[config.mk]
export PLATFORM = sky130hd
export DESIGN_NAME = timing_sequencer
export DESIGN_NICKNAME = d
export VERILOG_FILES = /design/src/rtl/mcs4_timing_pkg.sv /design/src/rtl/timing_sequencer_phase_gen.sv /design/src/rtl/timing_sequencer.sv
export SDC_FILE = /design/constraint.sdc
export NUM_CORES = 1
export LEC_CHECK = 0
export ABC_AREA = 1
export CORE_UTILIZATION = 34
export DETAILED_ROUTE_END_ITERATION = 7
export GPL_TIMING_DRIVEN = 0
export PLACE_DENSITY = 0.63
export SYNTH_ARGS = -nofsm -noshare
export SYNTH_HDL_FRONTEND = slang
export SYNTH_SLANG_ARGS = --single-unit
export TNS_END_PERCENT = 1
[constraint.sdc]
create_clock -name sysclk -period 3.8 [get_ports sysclk]
set_input_delay 0.38 -clock sysclk [delete_from_list [all_inputs] [get_ports sysclk]]
set_output_delay 0.38 -clock sysclk [all_outputs]
set_load 0.02 [all_outputs]
[src/rtl/mcs4_timing_pkg.sv]
// Shared constants for the MCS-4 timing board: subcycle indices, default phase
// widths and the hold handshake state type.
package mcs4_timing_pkg;

    localparam int SUBCYCLES = 8;

    localparam int A1 = 0;
    localparam int A2 = 1;
    localparam int A3 = 2;
    localparam int M1 = 3;
    localparam int M2 = 4;
    localparam int X1 = 5;
    localparam int X2 = 6;
    localparam int X3 = 7;

    // Default widths give a 68-sysclk subcycle, about 735 kHz from 50 MHz.
    localparam int DEF_CLK1_W = 19;
    localparam int DEF_GAP1_W = 15;
    localparam int DEF_CLK2_W = 19;
    localparam int DEF_GAP2_W = 15;

    typedef logic [SUBCYCLES-1:0] subcycle_t;

    typedef enum logic {
        RUNNING = 1'b0,
        HOLDING = 1'b1
    } hold_state_e;

    function automatic subcycle_t rotate_subcycle(input subcycle_t s);
        return {s[SUBCYCLES-2:0], s[SUBCYCLES-1]};
    endfunction

endpackage

[src/rtl/timing_sequencer_phase_gen.sv]
// Subcycle phase counter: produces registered clk1/clk2, their next-edge values
// for the parent's decode, and the end-of-subcycle indication.
module phase_gen
    import mcs4_timing_pkg::*;
#(
    parameter int CLK1_W = DEF_CLK1_W,
    parameter int GAP1_W = DEF_GAP1_W,
    parameter int CLK2_W = DEF_CLK2_W,
    parameter int GAP2_W = DEF_GAP2_W
) (
    input  logic sysclk,
    input  logic poc,
    input  logic freeze,
    output logic clk1_nxt,
    output logic clk2_nxt,
    output logic clk1,
    output logic clk2,
    output logic end_of_subcycle
);

    localparam int P  = CLK1_W + GAP1_W + CLK2_W + GAP2_W;
    localparam int CW = $clog2(P);

    localparam logic [CW-1:0] LAST     = CW'(P - 1);
    localparam logic [CW-1:0] CLK1_END = CW'(CLK1_W);
    localparam logic [CW-1:0] CLK2_BEG = CW'(CLK1_W + GAP1_W);
    localparam logic [CW-1:0] CLK2_END = CW'(CLK1_W + GAP1_W + CLK2_W);

    if (CLK1_W < 1 || GAP1_W < 1 || CLK2_W < 1 || GAP2_W < 1) begin : g_bad_widths
        $error("phase_gen: every phase width must be at least 1");
    end

    logic          active_q, active_d;
    logic [CW-1:0] cnt_q, cnt_d;

    // Inactive means reset or hold: the first active edge starts at count 0
    // with clk1 already high, so no latency is added after release.
    always_comb begin
        // NOTE: every combinational output gets a default first so no latch is inferred.
        active_d = active_q;
        cnt_d    = cnt_q;
        if (freeze) begin
            active_d = 1'b0;
            cnt_d    = '0;
        end else if (!active_q) begin
            active_d = 1'b1;
            cnt_d    = '0;
        end else if (cnt_q == LAST) begin
            cnt_d = '0;
        end else begin
            cnt_d = cnt_q + 1'b1;
        end
    end

    assign clk1_nxt        = active_d && (cnt_d < CLK1_END);
    assign clk2_nxt        = active_d && (cnt_d >= CLK2_BEG) && (cnt_d < CLK2_END);
    assign end_of_subcycle = active_q && (cnt_q == LAST);

    always_ff @(posedge sysclk) begin
        // NOTE: state registers use non-blocking assignments so every flop samples pre-edge values.
        if (poc) begin
            active_q <= 1'b0;
            cnt_q    <= '0;
            clk1     <= 1'b0;
            clk2     <= 1'b0;
        end else begin
            active_q <= active_d;
            cnt_q    <= cnt_d;
            clk1     <= clk1_nxt;
            clk2     <= clk2_nxt;
        end
    end

endmodule

[src/rtl/timing_sequencer.sv]
// MCS-4 timing sequencer: two-phase clocks, the A1..X3 one-hot subcycle ring,
// registered phase strobes, sync, and the X3-boundary hold handshake.
module timing_sequencer
    import mcs4_timing_pkg::*;
#(
    parameter int CLK1_W = DEF_CLK1_W,
    parameter int GAP1_W = DEF_GAP1_W,
    parameter int CLK2_W = DEF_CLK2_W,
    parameter int GAP2_W = DEF_GAP2_W
) (
    input  logic       sysclk,
    input  logic       poc,
    input  logic       hold_req,
    output logic       hold_ack,
    output logic       clk1,
    output logic       clk2,
    output logic [7:0] state,
    output logic       a12,
    output logic       a22,
    output logic       a32,
    output logic       m12,
    output logic       m22,
    output logic       x12,
    output logic       x22,
    output logic       x32,
    output logic       m11,
    output logic       x11,
    output logic       x21,
    output logic       x31,
    output logic       m12_m22_clk1_m11_m12,
    output logic       sync
);

    localparam subcycle_t RING_RESET = SUBCYCLES'(1);

    logic        clk1_nxt;
    logic        clk2_nxt;
    logic        end_of_subcycle;
    logic        freeze;
    subcycle_t   state_q, state_d;
    hold_state_e hold_q, hold_d;
    logic        m11_d, m12_d, m22_d, comp_d;

    phase_gen #(
        .CLK1_W(CLK1_W),
        .GAP1_W(GAP1_W),
        .CLK2_W(CLK2_W),
        .GAP2_W(GAP2_W)
    ) u_phase_gen (
        .sysclk         (sysclk),
        .poc            (poc),
        .freeze         (freeze),
        .clk1_nxt       (clk1_nxt),
        .clk2_nxt       (clk2_nxt),
        .clk1           (clk1),
        .clk2           (clk2),
        .end_of_subcycle(end_of_subcycle)
    );

    // The ring rotates on every wrap; entering hold from X3 therefore lands in A1.
    always_comb begin
        state_d = state_q;
        hold_d  = hold_q;
        freeze  = 1'b0;
        if (end_of_subcycle) begin
            state_d = rotate_subcycle(state_q);
        end
        case (hold_q)
            RUNNING: begin
                if (end_of_subcycle && state_q[X3] && hold_req) begin
                    hold_d = HOLDING;
                    freeze = 1'b1;
                end
            end
            HOLDING: begin
                if (hold_req) begin
                    freeze = 1'b1;
                end else begin
                    hold_d = RUNNING;
                end
            end
        endcase
    end

    assign m11_d  = state_d[M1] & clk1_nxt;
    assign m12_d  = state_d[M1] & clk2_nxt;
    assign m22_d  = state_d[M2] & clk2_nxt;
    assign comp_d = m12_d | m22_d | (clk1_nxt & ~(m11_d | m12_d));

    always_ff @(posedge sysclk) begin
        if (poc) begin
            state_q              <= RING_RESET;
            hold_q               <= RUNNING;
            a12                  <= 1'b0;
            a22                  <= 1'b0;
            a32                  <= 1'b0;
            m12                  <= 1'b0;
            m22                  <= 1'b0;
            x12                  <= 1'b0;
            x22                  <= 1'b0;
            x32                  <= 1'b0;
            m11                  <= 1'b0;
            x11                  <= 1'b0;
            x21                  <= 1'b0;
            x31                  <= 1'b0;
            m12_m22_clk1_m11_m12 <= 1'b0;
            sync                 <= 1'b0;
        end else begin
            state_q              <= state_d;
            hold_q               <= hold_d;
            a12                  <= state_d[A1] & clk2_nxt;
            a22                  <= state_d[A2] & clk2_nxt;
            a32                  <= state_d[A3] & clk2_nxt;
            m12                  <= m12_d;
            m22                  <= m22_d;
            x12                  <= state_d[X1] & clk2_nxt;
            x22                  <= state_d[X2] & clk2_nxt;
            x32                  <= state_d[X3] & clk2_nxt;
            m11                  <= m11_d;
            x11                  <= state_d[X1] & clk1_nxt;
            x21                  <= state_d[X2] & clk1_nxt;
            x31                  <= state_d[X3] & clk1_nxt;
            m12_m22_clk1_m11_m12 <= comp_d;
            sync                 <= state_d[X3];
        end
    end

    assign state    = state_q;
    assign hold_ack = (hold_q == HOLDING);

endmodule
## After elaboration in Yosys (flattened, before gate mapping)

Index checks and enable logic that the tools add are counted.

| storage, ports and cells | value |
|---|---|
| bits in registers | 33 |
| input bits | 3 |
| output and inout bits | 25 |

| cells by class | value |
|---|---|
| $add $sub $neg | 1 |
| order comparisons | 3 |
| equality and inequality tests | 1 |
| muxes and demuxes | 8 |
| bitwise logic cells | 18 |
| reductions and logical operators | 6 |

Operators with widths:

| operator | count |
|---|---|
| $mux 7 | 3 |
| $and 1x1->1 | 13 |
| $mux 8 | 1 |
| $add 7x1->7 const B | 1 |
| $eq 7x7->1 const B | 1 |
| $ge 7x6->1 const B | 1 |
| $lt 7x5->1 const B | 1 |
| $lt 7x6->1 const B | 1 |
| $logic_and 1x1->1 | 6 |
| $mux 1 | 3 |
| $or 1x1->1 | 3 |
| $not 1->1 | 2 |
| $pmux 1 s2 | 1 |

## Depth between registers and ports, before layout

| logic depth | value |
|---|---|
| word-level depth | 15 |
| gate-level depth with buffers | 13 |
| mapped depth without buffers | 13 |

## Hierarchy

A second synthesis with hierarchy kept.

| unflattened totals | value |
|---|---|
| cells, all modules | 172 |
| area total of the unflattened synthesis | 1352.5 sq um |

By module, submodules not included:

| module | times used | cells each | area each (sq um) | seq. area each (sq um) |
|---|---|---|---|---|
| timing_sequencer | 1 | 84 | 762.0 | 440.4 |
| phase_gen | 1 | 88 | 590.6 | 200.2 |

## Worst setup path after synthesis

OpenSTA, ideal clock, no wires.

| path | value |
|---|---|
| path type | reg-to-reg |
| start | reg u_phase_gen.cnt_q[0] |
| end | reg m12_m22_clk1_m11_m12 |
| data arrival time | 1.578 ns |
| data required time | 3.687 ns |
| setup slack | 2.109 ns |
| stages on the path, launching flop included | 12 |
| buffers on the path | 0 |
| path through | dfxtp_1 ha_1 nand2_2 nor2_4 nand2_4 nor2_8 inv_4 or2_0 o21ai_2 nand2_1 nand3_1 nand2_1 |

| between the ends | value |
|---|---|
| cells in the longest elaborated chain, start to end | 15 |

Ends and longest elaborated chain:

| item | RTL line | RTL |
|---|---|---|
| start, declared | timing_sequencer_phase_gen.sv:34 | `logic [CW-1:0] cnt_q, cnt_d;` |
| start signal, assigned | timing_sequencer_phase_gen.sv:68 | `cnt_q <= cnt_d;` |
| branches (longest 14 deep; another with $add 7x1->7) | -- |  |
| $or 1x1->1 (*) | timing_sequencer.sv:88 | `assign comp_d = m12_d \| m22_d \| (clk1_nxt & ~(m11_d \| m12_d));` |
| end signal, assigned | timing_sequencer.sv:123 | `m12_m22_clk1_m11_m12 <= comp_d;` |
| end, declared | timing_sequencer.sv:30 | `output logic m12_m22_clk1_m11_m12,` |

Every way passes the cells marked *.
A chain may end at the register's enable or synchronous reset.

## Worst setup path in the final report

Ends and elaborated chain as after synthesis.

==> impl_metrics.env <==
export IMPL_synth_area_sq_um=1360
export IMPL_cp_startpoint_kind="flop"
export IMPL_clkSlewWorstSetupHoldPaths_ns=0.07
export IMPL_dpl_cell_area_sq_um=1680
export IMPL_seq_cell_area_sq_um=641
export IMPL_cts_made_buffers=5
export IMPL_met2_routing_resource_usage_after_global_routing_pct=20.2
export IMPL_ctsLongestPathBuffers=2
export IMPL_minimum_period_implied_by_the_final_worst_setup_slack_ns=1.90
export IMPL_grt_busiest_layer="met2"
export IMPL_worstSetupEndpointType="flop"
export IMPL_worst_slew_pin_transition_ns=0.464
export IMPL_timing_hold_worst_class="in2reg"
export IMPL_cts_sink_count=32
export IMPL_worst_endpoint_required_ns=3.98
export IMPL_groute_layer_met1_usage_pct=18.8
export IMPL_final_hold_worst_slack_ns=0.503
export IMPL_finalPower_uw=677
export IMPL_layout_drive_gt1_share_pct=18.3
export IMPL_via_count_of_the_first_global_routing_pass=1047
export IMPL_first_pass_iters=5
export IMPL_cp_cell_sequence="ha_1 -> nand2_2 -> nor2_4 -> nand2_4 -> nor2_8 -> inv_4 -> or2_0 -> o21ai_2 -> nand2_1 -> nand3_1 -> nand2_1"
export IMPL_wire_per_inst_microns=10.6
export IMPL_worst_path_largest_cell_delay_ns=0.40
export IMPL_internal_power_uw=540
export IMPL_placement_setup_worst_slack_ns=1.90
export IMPL_starting_density_of_the_core_pct=36.2
export IMPL_run_status="finished, final reports clean"
export IMPL_clock_tree_from_tritoncts="done"
export IMPL_yosys_top_cells_area="dfxtp_1 47%, nand2_1 9.4%, nor2_1 6.6%"
export IMPL_htreeDepth=2
export IMPL_relSlewSlack_pct=69.1
export IMPL_switchingPower_uw=138
export IMPL_power_share_switching_pct=20.3
export IMPL_post_synth_cell_area_avg_sq_um=8.07
export IMPL_synth_yosys_warnings=0
export IMPL_antenna_cells_inserted=0
export IMPL_drt_total_wl_mm=2.66
export IMPL_hpwlAfterDp_mm=1.96
export IMPL_core_box_area_sq_um=3740
export IMPL_report_final_hold_viol_count=0
export IMPL_cts_repair_resized=0
export IMPL_fmax_ghz=0.526
export IMPL_layout_filler_cells=368
export IMPL_cts_hold_buf=0
export IMPL_final_nets=205
export IMPL_post_route_worst_setup_slack_ns=1.90
export IMPL_synth_cell_types=30
export IMPL_post_route_period_util_pct=50.0
export IMPL_dr_total_vias=1088
export IMPL_drt_drc_violations_left=0
export IMPL_floorplan_rows=22
export IMPL_cp_arrival_ns=2.08
export IMPL_powerDensity_nw_per_um2=380
export IMPL_ioPinCount=28
export IMPL_fin_worst_skew_ns=0.00571
export IMPL_remaining_antenna_violation_count_after_routing=0
export IMPL_path_common_cell="nand2_1"
export IMPL_slew_viol_final=0
export IMPL_wire_length_of_the_first_global_routing_pass_mm=4.55
export IMPL_setup_repair_after_global_routing_missed_its_margin="no"
export IMPL_synth_ff_latch_count=32
export IMPL_routed_via_density=4.35
export IMPL_clockRootBuffer="clkbuf_8"
export IMPL_synth_largest_area_cell="dfxtp_1"
export IMPL_portBuffers=26
export IMPL_global_route_usage_total_pct=14.7
export IMPL_crit_type="reg2reg"
export IMPL_global_route_usage_met3_pct=5.90
export IMPL_postSynthNetCount=172
export IMPL_worst_path_max_fanout=8
export IMPL_gr_total_overflow=0
export IMPL_clock_power_share_pct=46.8
export IMPL_pwr_share_comb_pct=2.9
export IMPL_post_synthesis_cell_count=168
export IMPL_postCtsSetupBuffers=0
export IMPL_setup_violations=0
export IMPL_chipHeight_microns=65.1
export IMPL_maxCapViolations=0
export IMPL_power_static_leakage_nw=0.807
export IMPL_design_die_area_sq_um=4240
export IMPL_fin_setup_tns_ns=0
export IMPL_floorplan_die_width_microns=65.1
export IMPL_detail_route_iter0_violations=48
export IMPL_fraction_of_power_consumed_by_sequential_logic_pct=50.3
export IMPL_peak_supply_drop_mv=0.209
export IMPL_gp_congestion=0.786
export IMPL_grt_start_max_net_pins=11
export IMPL_synth_yosys_seq_area_share_pct=47.3
export IMPL_syn_to_final_growth_pct=31.6
export IMPL_antenna_found_initial=0
export IMPL_critical_path_slowest_cell="dfxtp_1"
export IMPL_clock_insertion_delay_worst_skew_ns=0.29
export IMPL_multiInputGateArea_sq_um=597
export IMPL_yosys_area_top_type_share_pct=47.3
export IMPL_final_instance_area_sq_um=1780
placed cells by master, fill, tap and decap left out, types with 4 or more instances in the layout:
| master | netlist | final |
|---|---|---|
| inv_1 | 19 | 19 |
| nand3_1 | 8 | 8 |
| dfxtp_1 | 32 | 32 |
| nor3_1 | 6 | 6 |
| nand4_1 | 4 | 4 |
| nand2_2 | 6 | 6 |
| nand2_1 | 34 | 34 |
| clkdlybuf4s50_1 | 0 | 26 |
| nor2_2 | 8 | 8 |
| clkbuf_8 | 0 | 5 |
| nor2_1 | 24 | 24 |
worst max-delay path, delay by kind of cell (launching register included):
| kind | cells | cell delay (ns) |
|---|---|---|
| AND/OR/NAND/NOR | 8 | 0.94 |
| flip-flops | 1 | 0.40 |
| adder cells (fa/ha/maj) | 1 | 0.26 |
| AO/OA/AOI/OAI | 1 | 0.12 |
| buffers and inverters | 1 | 0.07 |
power by group through the flow:
stage | Clock, mW | Sequential (mW) | Combinational, mW
after CTS | 0.326 | 0.341 | 0.0195
after global routing | 0.336 | 0.341 | 0.0215
after global placement | 0 | 0.348 | 0.0196
after floorplan | 0 | 0.349 | 0.0119
final | 0.317 | 0.341 | 0.0196
after detailed placement | 0 | 0.348 | 0.0195
state kept, by name, indices dropped and copies added, names as in the netlist:
| name | flops |
|---|---|
| sync | 1 |
| a22 | 1 |
| x31 | 1 |
| state | 7 |
| m12 | 1 |
| x22 | 1 |
| m22 | 1 |
| x11 | 1 |
| x21 | 1 |
| m12_m22_clk1_m11_m12 | 1 |
| a12 | 1 |
| u_phase_gen.clk1 | 1 |
| u_phase_gen.active_q | 1 |
| x32 | 1 |
| a32 | 1 |
| u_phase_gen.clk2 | 1 |
| hold_ack | 1 |
| m11 | 1 |
| u_phase_gen.cnt_q | 7 |
| x12 | 1 |
Yosys cell counts, drive strengths merged:
cell type  number
nand4           5
mux2i           1
buf             2
or2             1
o21ai           3
xor2            1
clkinv          1
inv            22
ha              1
nand2          42
nor3            7
a21oi           1
clkbuf          2
nand3           9
dfxtp          32
nor2           36
o21bai          1
and2            1
path summary, 6_finish.rpt:
| check | startpoint | endpoint | slack, ns | cells past startpoint |
|---|---|---|---|---|
| worst max-delay path | u_phase_gen.cnt_q[0] | m12_m22_clk1_m11_m12 | 1.90 | 11 |
| worst max register to register | u_phase_gen.cnt_q[0] | m12_m22_clk1_m11_m12 | 1.90 | 11 |
| worst min-delay path | poc | state[4] | 0.50 | 2 |
| worst min register to register | u_phase_gen.cnt_q[0] | u_phase_gen.cnt_q[0] | 0.52 | 1 |
area by class of cell:
class / count / share of cell area [%]
well taps: 48 / 3.37
multi-input cells: 109 / 33.5
plain buffers: 4 / 1.47
inverters: 23 / 5.12
flip-flops and latches: 32 / 35.9
repair buffers: 26 / 14.6
clock inverters: 2 / 1.96
clock buffers: 6 / 4.07
per-layer routing:
layer,routed length (microns),vias to the layer above
met2,1060,34
met5,0,-
met3,200,9
met1,1330,464
li1,-,581
met4,74,0
cell families after synthesis:
family | Yosys count | share of synthesized area (%)
AOI/OAI and AO/OA | 5 | 2.59
adders and majority gates | 1 | 0.923
and+or+nand+nor | 101 | 39.2
DFF | 32 | 47.3
buffers and inverters | 27 | 8.68
muxes | 1 | 0.739
xor gates and xnor gates | 1 | 0.646
stage by stage:
stage | util, % | std cells
final | 47.6 | 250
after global routing | 47.6 | 250
after CTS | 47.6 | 250
after detailed placement | 44.8 | 242
after global placement | 44.8 | 242
after floorplan | - | 168
(Power assumes the default switching activity.)
